**config.mk**
```make
export PLATFORM = sky130hd
export DESIGN_NAME = shift_reg_rs
export DESIGN_NICKNAME = d
export VERILOG_FILES = /design/src/rtl/shift_reg_rs_pkg.sv /design/src/rtl/shift_reg_rs_dff_en_rs.sv /design/src/rtl/shift_reg_rs.sv
export SDC_FILE = /design/constraint.sdc
export NUM_CORES = 1
export LEC_CHECK = 0
export CAP_MARGIN = 0
export CORE_ASPECT_RATIO = 0.6
export CORE_MARGIN = 4
export CORE_UTILIZATION = 49
export DETAILED_ROUTE_END_ITERATION = 10
export PLACE_DENSITY = 0.79
export SYNTH_ARGS = -nofsm -noshare
export SYNTH_HDL_FRONTEND = slang
export SYNTH_SLANG_ARGS = --single-unit
export TNS_END_PERCENT = 100
```
**constraint.sdc**
```tcl
create_clock -name clk -period 3.3 [get_ports clk]
set_input_delay 0.99 -clock clk [delete_from_list [all_inputs] [get_ports clk]]
set_output_delay 0.99 -clock clk [all_outputs]
set_load 0.01 [all_outputs]
```
**src/rtl/shift_reg_rs_pkg.sv**
```systemverilog
// shift_reg_rs_pkg: mode encodings shared by the register and its bench
package shift_reg_rs_pkg;
    localparam logic [2:0] MODE_HOLD  = 3'b000;
    localparam logic [2:0] MODE_LOAD  = 3'b001;
    localparam logic [2:0] MODE_SHL   = 3'b010;
    localparam logic [2:0] MODE_SHR   = 3'b011;
    localparam logic [2:0] MODE_ROL   = 3'b100;
    localparam logic [2:0] MODE_ROR   = 3'b101;
    localparam logic [2:0] MODE_CNTUP = 3'b110;
    localparam logic [2:0] MODE_CNTDN = 3'b111;
endpackage

```
**src/rtl/shift_reg_rs_dff_en_rs.sv**
```systemverilog
// dff_en_rs: 1-bit flop with sync reset > set > enable, per-bit reset/set values
module dff_en_rs #(
    parameter logic RESET_VALUE = 1'b0,
    parameter logic SET_VALUE   = 1'b1
) (
    input  logic clk,
    input  logic reset,
    input  logic set,
    input  logic en,
    input  logic d_i,
    output logic q_o
);
    always_ff @(posedge clk)
        q_o <= reset ? RESET_VALUE : set ? SET_VALUE : en ? d_i : q_o;
endmodule

```
**src/rtl/shift_reg_rs.sv**
```systemverilog
// shift_reg_rs: WIDTH-bit register with sync reset/set, enable and
// hold/load/shift/rotate/count modes; co pulses on a count wrap
module shift_reg_rs
    import shift_reg_rs_pkg::*;
#(
    parameter int               WIDTH       = 8,
    parameter logic [WIDTH-1:0] RESET_VALUE = {WIDTH{1'b0}},
    parameter logic [WIDTH-1:0] SET_VALUE   = {WIDTH{1'b1}}
) (
    input  logic             clk,
    input  logic             reset,
    input  logic             set,
    input  logic             en,
    input  logic [2:0]       mode,
    input  logic [WIDTH-1:0] d,
    input  logic             si,
    output logic [WIDTH-1:0] q,
    output logic             so_msb,
    output logic             so_lsb,
    output logic             co
);
    logic [WIDTH-1:0] q_q, q_d;
    logic             co_q, co_d;
    always_comb begin
        case (mode)
            MODE_LOAD:  q_d = d;
            MODE_SHL:   q_d = {q_q[WIDTH-2:0], si};
            MODE_SHR:   q_d = {si, q_q[WIDTH-1:1]};
            MODE_ROL:   q_d = {q_q[WIDTH-2:0], q_q[WIDTH-1]};
            MODE_ROR:   q_d = {q_q[0], q_q[WIDTH-1:1]};
            MODE_CNTUP: q_d = q_q + WIDTH'(1);
            MODE_CNTDN: q_d = q_q - WIDTH'(1);
            default:    q_d = q_q;
        endcase
    end
    // wrap is detected on the pre-edge value so co lines up with the wrapped q
    assign co_d = en & ((mode == MODE_CNTUP & (&q_q)) | (mode == MODE_CNTDN & ~(|q_q)));
    for (genvar i = 0; i < WIDTH; i++) begin : g_bit
        dff_en_rs #(
            .RESET_VALUE(RESET_VALUE[i]),
            .SET_VALUE  (SET_VALUE[i])
        ) u_bit (
            .clk  (clk),
            .reset(reset),
            .set  (set),
            .en   (en),
            .d_i  (q_d[i]),
            .q_o  (q_q[i])
        );
    end
    always_ff @(posedge clk)
        co_q <= (reset | set) ? 1'b0 : co_d;
    assign q      = q_q;
    assign so_msb = q_q[WIDTH-1];
    assign so_lsb = q_q[0];
    assign co     = co_q;
endmodule

```
==> impl_metrics.py, run 1 <==
metrics = {
    "routing": {
        "viasPerCell": 6.80,
        "wl_per_cell_um": 17.9,
        "via_count": 1258,
        "ant_nets": 0,
        "wl_mm": 3.30,
        "remaining_drc_errors": 0,
        "first_iter_violations": 159,
        "drtPass1Iterations": 5,
    },
    "cts": {
        "cts_sinks": 9,
        "post_cts.repair.setup_buffers": 0,
        "cts_max_level": 1,
        "clkTransAtPathRegs_ns": 0.05,
        "cts_buffers": 3,
        "cts_resized": 0,
        "clk_latency_ns": 0.24,
        "root_buffer": "clkbuf_8",
        "hold_buffers": 0,
        "cts_tree": "done",
        "ctsLongestPathBuffers": 2,
    },
    "timing": {
        "worst_slew_pin_slew_ns": 0.462,
        "clock.fmax_mhz": 348,
        "relSlewSlack_pct": 68.4,
        "fin_skew_ns": 0.00479,
        "finalSetupTns_ns": 0,
        "grt_setup_unrepaired": "no",
        "min_period_over_period_pct": 87.1,
        "min_period_ns": 2.88,
        "finalSetupViolCount": 0,
        "maxSlewViolCount": 0,
        "hold_viol_final": 0,
    },
    "floorplan": {
        "initial_utilization_pct": 52.0,
        "core_sq_um": 2200,
        "die_x_um": 70.3,
        "die_area_sq_um": 3190,
        "num_rows": 13,
        "ioPinCount": 27,
        "die_h_um": 45.4,
    },
    "setup_path": {
        "crit_type": "in2reg",
        "r2r-start": "g_bit[1].u_bit.q_o$_SDFFE_PP0P_",
        "critPathLaunchType": "input pin",
        "crit_fanout": 6,
        "crit_start": "mode[2]",
        "required_ns": 3.43,
        "crit_path_end_kind": "flip-flop",
        "cp.arrival_ns": 3.00,
    },
    "layout": {
        "drive_gt1_share_pct": 9.03,
        "antenna_cells": 0,
        "finalInstanceArea_sq_um": 1360,
        "multi_input_area_sq_um": 786,
        "seqCellArea_sq_um": 180,
        "area_delta_synth_final_pct": 18.8,
        "final_nets": 174,
        "num-fill-cells": 197,
    },
    "placed_design": {
        "place_area_sq_um": 1310,
        "globalplace.congestion": 0.907,
        "io_buffers": 26,
        "dp_hpwl_mm": 2.35,
    },
    "logic_synthesis": {
        "synthMuxAreaShare_pct": 3.50,
        "synth_adder_area_share_pct": 2.19,
        "ys_seq_area_share_pct": 15.8,
        "synth-xor-area-share_pct": 3.07,
        "synth_edf_count": 0,
        "synthArstFlopShare_pct": 0,
        "synthSimpleGateAreaFrac_pct": 29.1,
        "synth_top_cell_area_share_pct": 15.8,
        "synth_top_family_by_area": "compound AO/OA/AOI/OAI gates",
        "ys.flop_type": "dfxtp_1",
        "yosysTopAreaCell": "dfxtp_1",
        "synth_area_per_cell_sq_um": 7.93,
        "ys_warn_count": 0,
        "synth_compound_area_share_pct": 30.9,
        "syn_nets": 162,
        "synthCells": 144,
        "yosys-top-cells-area": "dfxtp_1 (16%), buf_4 (6.6%), mux2i_1 (3.5%), a211oi_1 (3.3%), o21ai_0 (3.1%)",
        "yosysUniqueCellTypes": 56,
        "ys_ff_latch": 9,
        "synth_area_sq_um": 1140,
    },
    "worst_hold_path": {
        "hold_path.class": "reg2reg",
        "min-delay-start": "g_bit[2].u_bit.q_o$_SDFFE_PP0P_",
    },
    "power_and_ir_drop": {
        "internal-power_uw": 285,
        "power_frac_seq_pct": 33.7,
        "switching_share_pct": 35.0,
        "power.share.clock_pct": 29.5,
        "power_density_nw_per_um2": 324,
        "irDropWorstVdd_mv": 0.108,
        "switching_power_uw": 154,
        "p_leak_nw": 0.483,
        "p_comb_share_pct": 36.9,
    },
    "global_route": {
        "globalRouteTotalUtil_pct": 21.4,
        "grt_antenna_before_repair": 0,
        "grt_pass1_vias": 1061,
        "grt_max_degree": 30,
        "gr-total-overflow": 0,
        "grt_pass1_wl_mm": 5.29,
    },
    "job": {
        "drv_cap": 0,
    },
    "run_status": {
        "status": "finished, final reports clean",
    },
}
==> metrics by stage <==
| stage | total power, mW | setup WS [ns] | hold slack (ns) | instances | utilization (%) |
|---|---|---|---|---|---|
| 6_report | 0.439 | 0.424 | 0.668 | 185 | 61.8 |
| 5_1_grt | 0.458 | 0.318 | 0.707 | 185 | 61.8 |
| 4_1_cts | 0.435 | 0.456 | 0.662 | 185 | 61.8 |
| 3_5_place_dp | 0.306 | 0.220 | 0.658 | 181 | 59.8 |
| 3_3_place_gp | 0.301 | 0.281 | 0.637 | 181 | 59.8 |
| 2_1_floorplan | 0.256 | 0.638 | 0.555 | 144 | - |
==> cells in the mapped netlist (3+ instances only) <==
library cell,instances
o21ai_0,7
nor3_1,3
a211oi_1,5
nand3_1,3
xor2_1,3
nand2_1,8
buf_4,10
dfxtp_1,9
nor2_1,6
inv_1,7
buf_2,6
o221ai_1,3
clkbuf_1,3
mux2i_1,4
a311oi_1,3
o32ai_1,3
nor3b_1,3
buf_6,3
a21oi_1,4
o31ai_1,3
nand2b_1,3
==> cells in the final DEF, fill, tap and decap left out, types with 2 or more instances in the layout <==
cell type         n
o31ai_1           3
a211oi_1          5
nor3_1            3
nor2_1            6
o32ai_1           3
a21oi_1           4
o21ai_0           7
a311o_1           2
nor2b_1           2
ha_1              2
nand4_1           2
o221ai_1          3
nor3b_1           3
xor2_1            3
and4b_1           2
dfxtp_1           9
nor4_2            2
a32oi_1           2
nand2b_1          3
clkbuf_8          3
clkdlybuf4s50_1  26
nand3_1           3
buf_4             3
nand2_1           8
a21o_1            2
mux2i_1           4
nor4b_1           2
a311oi_1          3
nor4_1            2
inv_1             7
==> worst max-delay path: stages <==
cell,delay [ns]
clkdlybuf4s50_1,0.49
and3_4,0.24
xor2_1,0.08
ha_1,0.26
or4_1,0.42
mux2i_1,0.21
a21oi_1,0.10
o211a_1,0.22
==> cell type report <==
type,instances,share of cell area [%]
Multi-Input combinational cell,106,57.9
Timing Repair Buffer,29,20.8
Sequential cell,9,13.3
Clock buffer,4,3.32
Tap cell,30,2.76
Inverter,7,1.94
==> flip-flops by register name (all words and copies together), names as in the netlist <==
signal           flops
g_bit.u_bit.q_o      8
co                   1
==> routing by layer <==
metal,vias up,track usage [%],share of wire (%)
li1,580,-,-
met1,567,30.2,42
met2,101,30.3,42
met3,10,7.05,14
met4,0,7.63,2.1
met5,-,0,0
==> cells by family (layout without fill, tap and decap cells) <==
group           count (synthesis)  in the layout
simple gates                   51             51
compound gates                 45             45
buf+inv                        29             40
flops                           9              9
xor+xnor                        4              4
mux                             4              4
fa+ha+maj                       2              2
==> power by group through the flow <==
stage               clock (mW)  combinational (mW)  sequential [mW]
floorplan                    0               0.122            0.134
global placement             0               0.154            0.147
detailed placement           0               0.158            0.149
CTS                      0.130               0.159            0.147
global route             0.133               0.173            0.151
finish                   0.129               0.162            0.148
==> worst paths after layout <==
| path | to | slack (ns) | depth (start not counted) |
|---|---|---|---|
| setup / recovery | g_bit[4].u_bit.q_o$_SDFFE_PP0P_ | 0.42 | 8 |
| hold / removal | g_bit[2].u_bit.q_o$_SDFFE_PP0P_ | 0.67 | 2 |
| setup reg to reg | g_bit[4].u_bit.q_o$_SDFFE_PP0P_ | 1.25 | 6 |
| hold reg to reg | g_bit[2].u_bit.q_o$_SDFFE_PP0P_ | 0.67 | 2 |
(Power assumes the default switching activity.)
==> run 2: changes to the inputs <==
HOLD_SLACK_MARGIN = 0.12   (was not set)
clock period = 3.1 ns   (was 3.3 ns; I/O delays follow)
==> run 2 against run 1 <==
  * Largest power group unchanged
  * Non-clock buffer count is 1 higher
  * Core utilization is 0.40 points higher
  * Power is 8.2% higher
  * Highest routed layer unchanged
  * Global-route usage is 0.47 points higher
  * Routed wire length is 4.6% higher
  * Clock power is 10% higher
==> impl_metrics.py, run 2 (synthesis results as in run 1) <==
metrics = {
    "placed_design": {
        "globalplace.congestion": 0.901,
        "dp_hpwl_mm": 2.50,
        "place_area_sq_um": 1320,
        "io_buffers": 26,
    },
    "cts": {
        "cts_buffers": 3,
        "clk_latency_ns": 0.24,
        "cts_max_level": 1,
        "post_cts.repair.setup_buffers": 0,
        "cts_tree": "done",
        "ctsLongestPathBuffers": 2,
        "cts_sinks": 9,
        "hold_buffers": 0,
        "clkTransAtPathRegs_ns": 0.05,
        "root_buffer": "clkbuf_8",
        "cts_resized": 0,
    },
    "layout": {
        "drive_gt1_share_pct": 10.3,
        "finalInstanceArea_sq_um": 1370,
        "largest_reg_flops": 8,
        "area_delta_synth_final_pct": 19.6,
        "antenna_cells": 0,
        "mostFrequentLayoutCells": "clkdlybuf4s50_1 (26), dfxtp_1 (9), nand2_1 (8)",
        "top_register": "g_bit.u_bit.q_o",
        "final_common_cell": "clkdlybuf4s50_1",
        "final_nets": 175,
    },
    "timing": {
        "hold-worst-slack_ns": 0.693,
        "grt_setup_unrepaired": "no",
        "fin_skew_ns": 0.00483,
        "hold_viol_final": 0,
        "maxSlewViolCount": 0,
        "worst_slew_pin_slew_ns": 0.466,
        "min_period_ns": 2.87,
        "min_period_over_period_pct": 92.6,
        "relSlewSlack_pct": 68.1,
        "finalSetupViolCount": 0,
        "clock.fmax_mhz": 349,
    },
    "floorplan": {
        "initial_utilization_pct": 52.0,
        "core_sq_um": 2200,
        "ioPinCount": 27,
        "die_h_um": 45.4,
        "die_area_sq_um": 3190,
        "num_rows": 13,
        "die_x_um": 70.3,
    },
    "setup_path": {
        "reg2reg_slack_ns": 1.02,
        "crit_buf_inv": 1,
        "crit_start": "mode[2]",
        "critPathLaunchType": "input pin",
        "regToRegEndpoint": "g_bit[4].u_bit.q_o$_SDFFE_PP0P_",
        "r2r-start": "g_bit[1].u_bit.q_o$_SDFFE_PP0P_",
        "crit_type": "in2reg",
        "cp.arrival_ns": 2.99,
        "required_ns": 3.22,
        "crit_family": "simple AND/OR/NAND/NOR gates",
        "cp_cell_sequence": "clkdlybuf4s50_1, and3_4, xor2_1, ha_1, or4_1, mux2i_1, a21oi_1, o211a_1",
        "crit_fanout": 6,
        "crit_path_end_kind": "flip-flop",
        "max_stage_delay_ns": 0.49,
        "ff2ff_path_depth": 6,
        "critPathSlowestCell": "clkdlybuf4s50_1",
        "cp-endpoint": "g_bit[4].u_bit.q_o$_SDFFE_PP0P_",
        "cp_num_cells": 8,
    },
    "routing": {
        "ant_nets": 0,
        "remaining_drc_errors": 0,
        "wl_mm": 3.46,
        "drtPass1Iterations": 6,
        "wl_per_cell_um": 18.6,
        "via_count": 1285,
        "viasPerCell": 6.91,
        "first_iter_violations": 155,
    },
    "global_route": {
        "grt_pass1_wl_mm": 5.47,
        "globalRouteTotalUtil_pct": 21.9,
        "grt_max_degree": 30,
        "grt_pass1_vias": 1122,
        "gr-total-overflow": 0,
        "grt_antenna_before_repair": 0,
    },
    "worst_hold_path": {
        "hold_path.class": "reg2reg",
        "min-delay-start": "g_bit[3].u_bit.q_o$_SDFFE_PP0P_",
    },
    "job": {
        "drv_cap": 0,
    },
    "power_and_ir_drop": {
        "irDropWorstVdd_mv": 0.144,
        "power_density_nw_per_um2": 348,
        "total_power_uw": 475,
        "p_leak_nw": 0.490,
    },
    "run_status": {
        "status": "finished, final reports clean",
    },
}
[run 2: changes by cell type in the layout (fill, tap and decap cells not counted)]
cell / change
clkinv_2: +1
buf_4: +1
clkbuf_1: -1
[run 2: area by class of cell]
type	instances	area, sq um
clock buffers	3	41.3
clock inverters	1	5.00
fillers	201	830
inverters	7	26.3
multi-input cells	106	786
flip-flops and latches	9	180
well taps	30	37.5
repair buffers	30	290
[run 2: worst register-to-register path: stages (launching register included)]
cell,delay [ns]
dfxtp_1,0.56
xor2_1,0.14
ha_1,0.26
or4_1,0.43
mux2i_1,0.24
a21oi_1,0.11
o211a_1,0.22
[run 2: stage by stage]
stage / setup slack, ns / util [%] / instances / TNS, ns
global route: 0.105 / 62.2 / 186 / 0
detailed placement: -0.00367 / 60.1 / 182 / -0.00367
global placement: 0.155 / 60.1 / 182 / 0
finish: 0.231 / 62.2 / 186 / 0
CTS: 0.240 / 62.2 / 186 / 0
floorplan: 0.498 / - / 144 / 0
[run 2: per-layer routing]
metal | part of all wire [%] | vias to the layer above | global-route usage [%]
li1 | - | 577 | -
met1 | 41 | 593 | 30.3
met2 | 44 | 107 | 33.8
met3 | 13 | 8 | 5.07
met4 | 1.5 | 0 | 7.25
met5 | 0 | - | 0
[run 2: worst min-delay path by stage]
stage                                                  to  cells after the start  slack, ns
after floorplan           g_bit[5].u_bit.q_o$_SDFFE_PP0P_                      2       0.56
after global placement    g_bit[2].u_bit.q_o$_SDFFE_PP0P_                      2       0.63
after detailed placement  g_bit[1].u_bit.q_o$_SDFFE_PP0P_                      2       0.66
after CTS                 g_bit[3].u_bit.q_o$_SDFFE_PP0P_                      2       0.67
after global routing      g_bit[5].u_bit.q_o$_SDFFE_PP0P_                      2       0.74
final                     g_bit[3].u_bit.q_o$_SDFFE_PP0P_                      2       0.69
[run 2: report_power, final]
group | switching (mW) | internal (mW)
logic | 0.0879 | 0.0879
clock network | 0.0540 | 0.0882
registers | 0.0306 | 0.127
